===== src/rtl/fifo_sync_pkg.sv =====
// rtl/fifo_sync_pkg.sv - shared widths, status struct and parameter check for fifo_sync_prog
package fifo_sync_pkg;

  function automatic int addr_w(input int depth);
    return $clog2(depth);
  endfunction

  // One extra bit so the count can represent a completely full FIFO.
  function automatic int cnt_w(input int depth);
    return $clog2(depth) + 1;
  endfunction

  function automatic bit params_ok(input int depth, input int af, input int ae);
    return (depth >= 2) && ((depth & (depth - 1)) == 0) &&
           (af >= 1) && (af <= depth - 1) &&
           (ae >= 0) && (ae <= depth - 2);
  endfunction

  typedef struct packed {
    logic empty;
    logic full;
    logic almost_empty;
    logic almost_full;
    logic overflow;
    logic underflow;
  } fifo_status_t;

endpackage


===== src/rtl/fifo_sync_mem.sv =====
// rtl/fifo_sync_mem.sv - register array, synchronous write, asynchronous read index
module fifo_sync_mem #(
  parameter int DATA_WIDTH = 32,
  parameter int FIFO_DEPTH = 8,
  parameter int ADDR_W     = $clog2(FIFO_DEPTH)
) (
  input  logic                  clk,
  input  logic                  wr_en,
  input  logic [ADDR_W-1:0]     wr_addr,
  input  logic [DATA_WIDTH-1:0] wr_data,
  input  logic [ADDR_W-1:0]     rd_addr,
  output logic [DATA_WIDTH-1:0] rd_data
);

  logic [DATA_WIDTH-1:0] mem [FIFO_DEPTH];

  always_ff @(posedge clk) begin
    if (wr_en) mem[wr_addr] <= wr_data;
  end

  assign rd_data = mem[rd_addr];

endmodule


===== src/rtl/fifo_sync_prog.sv =====
// rtl/fifo_sync_prog.sv - single-clock FIFO with count, programmable thresholds and error pulses
// Define FIFO_SYNC_PROG_FWFT_EN for first-word-fall-through output.
module fifo_sync_prog
  import fifo_sync_pkg::*;
#(
  parameter int DATA_WIDTH = 32,
  parameter int FIFO_DEPTH = 8,
  parameter int AF_THRESH  = FIFO_DEPTH - 2,
  parameter int AE_THRESH  = 2
) (
  input  logic                            clk,
  input  logic                            rst_n,
  input  logic                            cs,
  input  logic                            wr_en,
  input  logic [DATA_WIDTH-1:0]           data_in,
  input  logic                            rd_en,
  output logic [DATA_WIDTH-1:0]           data_out,
  output logic                            empty,
  output logic                            full,
  output logic                            almost_empty,
  output logic                            almost_full,
  output logic [$clog2(FIFO_DEPTH):0]     count,
  output logic                            overflow,
  output logic                            underflow
);

  localparam int ADDR_W = addr_w(FIFO_DEPTH);
  localparam int CNT_W  = cnt_w(FIFO_DEPTH);
  localparam logic [CNT_W-1:0] DEPTH_C = CNT_W'(FIFO_DEPTH);
  localparam logic [CNT_W-1:0] AF_C    = CNT_W'(AF_THRESH);
  localparam logic [CNT_W-1:0] AE_C    = CNT_W'(AE_THRESH);

  if (!params_ok(FIFO_DEPTH, AF_THRESH, AE_THRESH)) begin : g_bad_params
    $error("fifo_sync_prog: illegal FIFO_DEPTH/AF_THRESH/AE_THRESH");
  end

  logic [ADDR_W-1:0]     wr_ptr, rd_ptr;
  logic [CNT_W-1:0]      cnt_q, cnt_nxt;
  logic [DATA_WIDTH-1:0] mem_rd;
  logic                  rd_ok, wr_ok;
  fifo_status_t          status;

  // A full FIFO still takes a write when the same edge frees a slot.
  assign rd_ok = cs & rd_en & ~status.empty;
  assign wr_ok = cs & wr_en & (~status.full | rd_ok);

  always_comb begin
    cnt_nxt = cnt_q;
    if (wr_ok && !rd_ok)      cnt_nxt = cnt_q + 1'b1;
    else if (rd_ok && !wr_ok) cnt_nxt = cnt_q - 1'b1;
  end

  fifo_sync_mem #(
    .DATA_WIDTH (DATA_WIDTH),
    .FIFO_DEPTH (FIFO_DEPTH),
    .ADDR_W     (ADDR_W)
  ) u_mem (
    .clk     (clk),
    .wr_en   (wr_ok),
    .wr_addr (wr_ptr),
    .wr_data (data_in),
    .rd_addr (rd_ptr),
    .rd_data (mem_rd)
  );

  always_ff @(posedge clk) begin
    if (!rst_n) begin
      wr_ptr <= '0;
      rd_ptr <= '0;
      cnt_q  <= '0;
      status <= '{empty: 1'b1, full: 1'b0, almost_empty: 1'b1,
                  almost_full: 1'b0, overflow: 1'b0, underflow: 1'b0};
    end else begin
      if (wr_ok) wr_ptr <= wr_ptr + 1'b1;
      if (rd_ok) rd_ptr <= rd_ptr + 1'b1;
      cnt_q                <= cnt_nxt;
      status.empty         <= (cnt_nxt == '0);
      status.full          <= (cnt_nxt == DEPTH_C);
      status.almost_empty  <= (cnt_nxt <= AE_C);
      status.almost_full   <= (cnt_nxt >= AF_C);
      status.overflow      <= cs & wr_en & ~wr_ok;
      status.underflow     <= cs & rd_en & status.empty;
    end
  end

`ifdef FIFO_SYNC_PROG_FWFT_EN
  assign data_out = status.empty ? '0 : mem_rd;
`else
  logic [DATA_WIDTH-1:0] data_q;

  always_ff @(posedge clk) begin
    if (!rst_n)     data_q <= '0;
    else if (rd_ok) data_q <= mem_rd;
  end

  assign data_out = data_q;
`endif

  assign count        = cnt_q;
  assign empty        = status.empty;
  assign full         = status.full;
  assign almost_empty = status.almost_empty;
  assign almost_full  = status.almost_full;
  assign overflow     = status.overflow;
  assign underflow    = status.underflow;

endmodule


===== config.mk =====
export PLATFORM = sky130hd
export DESIGN_NAME = fifo_sync_prog
export DESIGN_NICKNAME = d
export VERILOG_FILES = /design/src/rtl/fifo_sync_pkg.sv /design/src/rtl/fifo_sync_mem.sv /design/src/rtl/fifo_sync_prog.sv
export SDC_FILE = /design/constraint.sdc
export NUM_CORES = 1
export LEC_CHECK = 0
export ABC_AREA = 1
export CORE_MARGIN = 2
export CORE_UTILIZATION = 63
export CTS_CLUSTER_DIAMETER = 60
export DETAILED_ROUTE_END_ITERATION = 8
export GPL_ROUTABILITY_DRIVEN = 0
export PLACE_DENSITY = 0.87
export SYNTH_ARGS = -nofsm -noshare
export SYNTH_HDL_FRONTEND = slang
export SYNTH_SLANG_ARGS = --single-unit

===== constraint.sdc =====
create_clock -name clk -period 7.79 [get_ports clk]
set_clock_uncertainty 0.15 [all_clocks]
set_input_delay 1.558 -clock clk [delete_from_list [all_inputs] [get_ports clk]]
set_output_delay 1.558 -clock clk [all_outputs]
set_load 0.05 [all_outputs]

==> summary.txt <==
RSZ-0062 raised after global routing: no
Yosys reg bits: 304
met2 Track Usage GR: 44.2%
worst r2r src: rd_ptr[0]$_SDFFE_PN0P_
Fillers: 1027
PortBufs: 78
Worst Hold Launch: full$_SDFF_PN0_
crit path cell chain: clkdlybuf4s50_1, nand3_1, nand2_1, nand2_1, inv_1, nand2_1, nor2_4
# nets final: 1047
DRC viols: 0
Worst setup SP type: input pin
Final Cell Area: 13700 um2
Post-DP Area: 12600 um2
Hold Crit Class: reg2reg
CTS Root Cell: clkbuf_16
CTS resizes: 0
TritonCTS sink count: 304
number of antenna diodes: 0
sequential area share after synthesis: 73.6%
Tot GR Track Use: 25.7%
cell area after synthesis: 11800 um2
Core ar.: 18100 um2
fin crit share: 49.8%
DP HPWL: 13400 um
CTS tree: done
gr busiest metal: met2
first-pass GRT wire length: 40000 um
Peak Freq: 0.258 GHz
die area: 19800 um2
Ys Warns: 0
DRT iter0 DRCs: 841
setup TNS: 0 ns
CP dominant cell by count: nand2_1
Via Count: 7753
GR Util met1: 33.2%
Routed WL: 25400 um
cells after synthesis: 951
max cap viols: 0
CTS H-tree lvls: 1
status: finished, final reports clean
cts bufs inserted: 29
Setup-failing EPs final: 0
via density per instance: 6.17
Crit path arrival time: 3.87 ns
pwr/cell area: 278 nW/um2
Critical Path End Type: register
Slew @ Worst Pin: 1.19 ns
worst hold path endpoint: overflow$_SDFF_PN0_
Hold Vio Cnt, Final: 0
Setup Crit Path Kind: in2reg
slew margin rel.: 20.4%
Worst Path Max Fanout: 32
Avg WL per Cell: 20.2 um
Layout area overhead: 16.5%
Max IR drop VDD: 0.000250 V
reg-to-reg endpoint: data_out[7]$_SDFFE_PN0P_
largest net degree at the start of global routing: 80
CTS Hold Bufs: 0
final critical-path required period: 3.88 ns
leak pwr: 4.58 nW
num rows: 49
die height: 141 um
M3 GR Usage: 3.94%
share of layout cells above drive strength 1: 6.61%
Mean Syn Cell Area: 12.4 um2
largest stage delay on the critical path: 0.97 ns
I/O pin total: 79
Die W: 141 um
clk slew on worst S/H paths: 0.07 ns
Distinct cells, synth: 27
ANT nets after route: 0
Slowest-stage cell, CP: nor2_4
Req. time, crit path: 7.79 ns
worst reg2reg setup slack: 5.02 ns
total grt overflow: 0
CTS Buffer Depth: 3
Hold Path Depth: 2
router iterations before antenna repair: 6
worst-skew pair later-pin latency: 0.54 ns
initial core utilization: 64.8%
vias in the first global route: 7784
post-CTS setup buffer count: 0
Reg2Reg Depth: 8
Synthesized Nets: 992
Slew Limit Fails: 0
initial antenna violation count: 0
flip-flops by register name (all words and copies together) (netlist names):
register      flops
u_mem.mem       256
data_out         32
count             4
rd_ptr            3
wr_ptr            3
almost_empty      1
almost_full       1
empty             1
full              1
overflow          1
underflow         1
critical path, delay by kind of cell:
kind | cells | cell delay [ns]
and+or+nand+nor | 5 | 1.67
buffers and inverters | 2 | 0.61
per-stage QoR:
step / instances / utilization [%] / hold slack (ns) / setup WS [ns] / power, W
after detailed placement: 1204 / 69.5 / 0.337 / 3.38 / 0.00228
after global placement: 1204 / 69.5 / 0.329 / 3.53 / 0.00226
after floorplan: 951 / - / 0.302 / 3.74 / 0.00215
after global routing: 1257 / 75.5 / 0.395 / 3.66 / 0.00391
after CTS: 1257 / 75.5 / 0.351 / 3.93 / 0.00381
final: 1257 / 75.5 / 0.346 / 3.91 / 0.00381
Yosys cell counts:
| library cell | n | area, um2 |
|---|---|---|
| a31oi_1 | 1 | 6.26 |
| buf_4 | 8 | 60.1 |
| nor2_4 | 1 | 11.3 |
| nand2_1 | 65 | 244 |
| inv_2 | 1 | 3.75 |
| inv_4 | 1 | 6.26 |
| nor3_1 | 2 | 10.0 |
| xor2_1 | 1 | 8.76 |
| clkbuf_2 | 5 | 25.0 |
| edfxtp_1 | 256 | 7690 |
| o211ai_1 | 64 | 480 |
| o21ai_0 | 133 | 666 |
| nand4_1 | 2 | 12.5 |
| inv_1 | 18 | 67.6 |
| dfxtp_1 | 48 | 961 |
| buf_1 | 1 | 3.75 |
| buf_2 | 7 | 35.0 |
| nor2_1 | 210 | 788 |
| nand3_1 | 11 | 55.1 |
| buf_8 | 2 | 30.0 |
| clkbuf_1 | 34 | 128 |
| buf_6 | 4 | 45.0 |
| xnor2_1 | 1 | 8.76 |
| a21oi_1 | 38 | 190 |
| nand3_2 | 1 | 10.0 |
| ha_1 | 4 | 50.1 |
| o21ai_1 | 32 | 160 |
layout make-up:
class                           instances  area, um2  area share (%)
Sequential cell                       304       8660            63.2
Multi-Input combinational cell        566       2760            20.2
Timing Repair Buffer                   85        833            6.08
Clock buffer                           38        820            5.98
Tap cell                              229        287            2.09
Clock inverter                         15        260            1.90
Inverter                               20       77.6           0.566
where the power goes:
part           switching (W)  internal, W
logic               0.000279     0.000129
clock network       0.000583     0.000971
registers          0.0000383      0.00181
total               0.000901      0.00291
how the worst max path moves through the flow:
stage               from                         end  depth (start not counted)
global route          cs  u_mem.mem[0][27]$_DFFE_PP_                          7
CTS                   cs  u_mem.mem[0][27]$_DFFE_PP_                          7
detailed placement    cs  u_mem.mem[0][25]$_DFFE_PP_                          7
floorplan             cs   u_mem.mem[0][0]$_DFFE_PP_                          6
finish                cs  u_mem.mem[6][27]$_DFFE_PP_                          7
global placement      cs   u_mem.mem[2][4]$_DFFE_PP_                          7
cells by family after synthesis:
kind of cell,Yosys count,synth area share [%]
flops,304,73.6
simple gates,292,9.62
compound gates,268,12.8
buf+inv,81,3.44
fa+ha+maj,4,0.426
xor+xnor,2,0.149
per-layer routing:
layer  wire [um]  vias up  part of all wire, %
met5           0        -                    0
met4         832        0                  3.3
met3        1880       71                  7.4
met2       12900      387                   51
met1        9810     3763                   39
li1            -     3532                    -
cell usage in the layout (no fill, tap or decap), drive strengths merged, types with 2 or more instances in the layout:
cell	synthesis	layout
buf	22	7
nor2	211	211
inv	20	20
ha	4	4
o21ai	165	165
clkdlybuf4s50	0	78
clkbuf	39	38
bufinv	0	7
clkinv	0	7
nand4	2	2
nor3	2	2
nand2	65	65
a21oi	38	38
dfxtp	48	48
nand3	12	12
edfxtp	256	256
o211ai	64	64
Power figures use the tool's default switching activity.
==> variant, RTL diff (same flow settings) <==
Add a define of `FIFO_SYNC_PROG_FWFT_EN`.
--- a/src/rtl/fifo_sync_prog.sv
+++ b/src/rtl/fifo_sync_prog.sv
@@ -1,4 +1,6 @@
 // rtl/fifo_sync_prog.sv - single-clock FIFO with count, programmable thresholds and error pulses
 // Define FIFO_SYNC_PROG_FWFT_EN for first-word-fall-through output.
+`define FIFO_SYNC_PROG_FWFT_EN
+
 module fifo_sync_prog
   import fifo_sync_pkg::*;
Function: changed (Yosys sat finds a counterexample within 4 cycles, from zero or initial values and one cycle with rst_n low).
==> variant against the original RTL <==
- total power down 12%
- setup slack worse by 1600 ps
- final area down 8.1%
- wire length fell by 7.2%
- area after synthesis fell by 6.8%
- sequential cell count decreased by 29
- sequential power shrank 9.7%
- fmax fell by 29%
- count of clock-buffer cells in the layout decreased by 7
==> variant: results (changes against the original RTL) <==
| Metric | Value |
|---|---|
| Status | finished clean |
| Post-synth EDFFs | 256 (unchanged) |
| Post_cts resized | 0 (unchanged) |
| Pleak | 4.16 nW (-9.2%) |
| Pre-antenna DRT Iters | 5 (-1) |
| Final Hold Slack | 321 ps (-25.0 ps) |
| Antenna violations before repair | 1 (+1) |
| Max Cap Violations | 0 (unchanged) |
| P per Cell Area | 267 nW/µm² (-3.9%) |
| Reg2reg start | empty |
| Worst min path class | reg2reg |
| Share of layout cells above drive strength 1 | 7.13% (+0.51 points) |
| TritonCTS buffer count | 25 (-14%) |
| Worst vdd ir | 0.000239 V (-4.5%) |
| Worst-path clk slew | ~60 ps |
| R2R setup slack | 4470 ps (-550 ps) |
| Setup WS pre-CTS | 2970 ps (-416 ps) |
| Slowest cell on crit path | buf_4 |
| Nets | 951 (-9.2%) |
| Switching pwr | 0.000908 W (+0.79%) |
| Synth Warn # | 0 (unchanged) |
| PortBufs | 78 (unchanged) |
| WP data arrival | 3750 ps (-120 ps) |
| Top_reg_cell synth | edfxtp_1 |
| Max incr delay on CP | 930 ps (-40 ps) |
| Synthesized Nets | 889 (-10%) |
| Final HPWL DP | 11.9 mm (-11%) |
| First-pass GRT wire length | 35.9 mm (-10%) |
| Delay-heaviest family, CP | buffers and inverters |
| Async SR Flop Fraction | 0% (unchanged) |
| Largest net degree at the start of global routing | 101 (+26%) |
| Slew margin rel. | 16.7% (-3.7 points) |
| Vias in the first global route | 6897 (-11%) |
| Crit-path max FO | 100 (+210%) |
| Top cells by count, synth | edfxtp_1, nor2_1, o21ai_0, mux2i_1, o22ai_1 |
| Vias per cell | 6.11 (-0.97%) |
| Worst-Skew Late Latency | 510 ps (-30 ps) |
| WHS Endpoint | rd_ptr[2] |
| WL/cell | 20.5 µm (+1.4%) |
| Sequential share of the synthesized area | 73.7% (+0.10 points) |
| Hold Path Stages | 2 (unchanged) |
| Cells after Synth | 848 (-11%) |
| Synth unique cells | 30 (+11%) |
| Final std cells w/o fill | 1151 (-8.4%) |
| Reg with most FFs | u_mem.mem |
| Placed Instance Area | 11800 µm² (-6.2%) |
| Gr usage total | 25.6% (-0.12 points) |
| Dpl cells | 1108 (-8.0%) |
| R2r endpoint | u_mem.mem[6][4] |
| CTS Buffer Depth | 3 (unchanged) |
| Ranking of synthesized cells by area | edfxtp_1, nor2_1, o21ai_0, dfxtp_1, mux2i_1 |
| Worst-case reg-to-reg path depth | 7 (-1) |
| DRT iter0 DRCs | 800 (-4.9%) |
| Post-CTS setup buffers | 0 (unchanged) |
| Hold Crit Start | rd_ptr[2] |
==> variant: cell types whose count changed after synthesis, sizes merged, moves of 13 or more <==
cell / before / now
a21oi: 38 / 8
dfxtp: 48 / 19
clkbuf: 39 / 26
o211ai: 64 / 0
o22ai: 0 / 32
mux2i: 0 / 32
nand2: 65 / 34
==> variant: cells by family after synthesis <==
kind of cell | Yosys count | synth area share [%]
flip-flops | 275 | 73.7
AND/OR/NAND/NOR | 262 | 9.68
AO/OA/AOI/OAI | 204 | 9.72
buffers and inverters | 69 | 3.37
multiplexers | 32 | 2.93
adder cells (fa/ha/maj) | 4 | 0.457
XOR/XNOR | 2 | 0.160
==> variant: area by class of cell <==
| class | count | area (µm²) |
|---|---|---|
| Clock inverter | 12 | 82.6 |
| Tap cell | 225 | 282 |
| Inverter | 20 | 75.1 |
| Fill cell | 1031 | 4530 |
| Multi-Input combinational cell | 504 | 2570 |
| Timing Repair Buffer | 84 | 826 |
| Sequential cell | 275 | 8080 |
| Clock buffer | 31 | 678 |
==> variant: power groups by stage <==
stage	registers, W	logic (W)	clock network, W
2_1_floorplan	0.00171	0.000349	0
3_3_place_gp	0.00170	0.000517	0
3_5_place_dp	0.00170	0.000530	0
4_1_cts	0.00167	0.000538	0.00116
5_1_grt	0.00167	0.000574	0.00122
6_report	0.00167	0.000538	0.00116
==> variant: layer usage <==
metal	track usage, %	vias up	wire [µm]
met1	34.2	3439	9150
met3	4.33	47	2020
met4	8.51	0	504
li1	-	3184	-
met2	43.4	360	11900
met5	0	-	0
==> variant: worst max-delay path by stage <==
stage | slack, ps | from | endpoint
after floorplan | 3790 | cs | u_mem.mem[0][0]
after global placement | 3050 | register | data_out[20]
after detailed placement | 2970 | register | data_out[19]
after CTS | 2400 | register | data_out[20]
after global routing | 2120 | register | data_out[2]
final | 2340 | register | data_out[21]
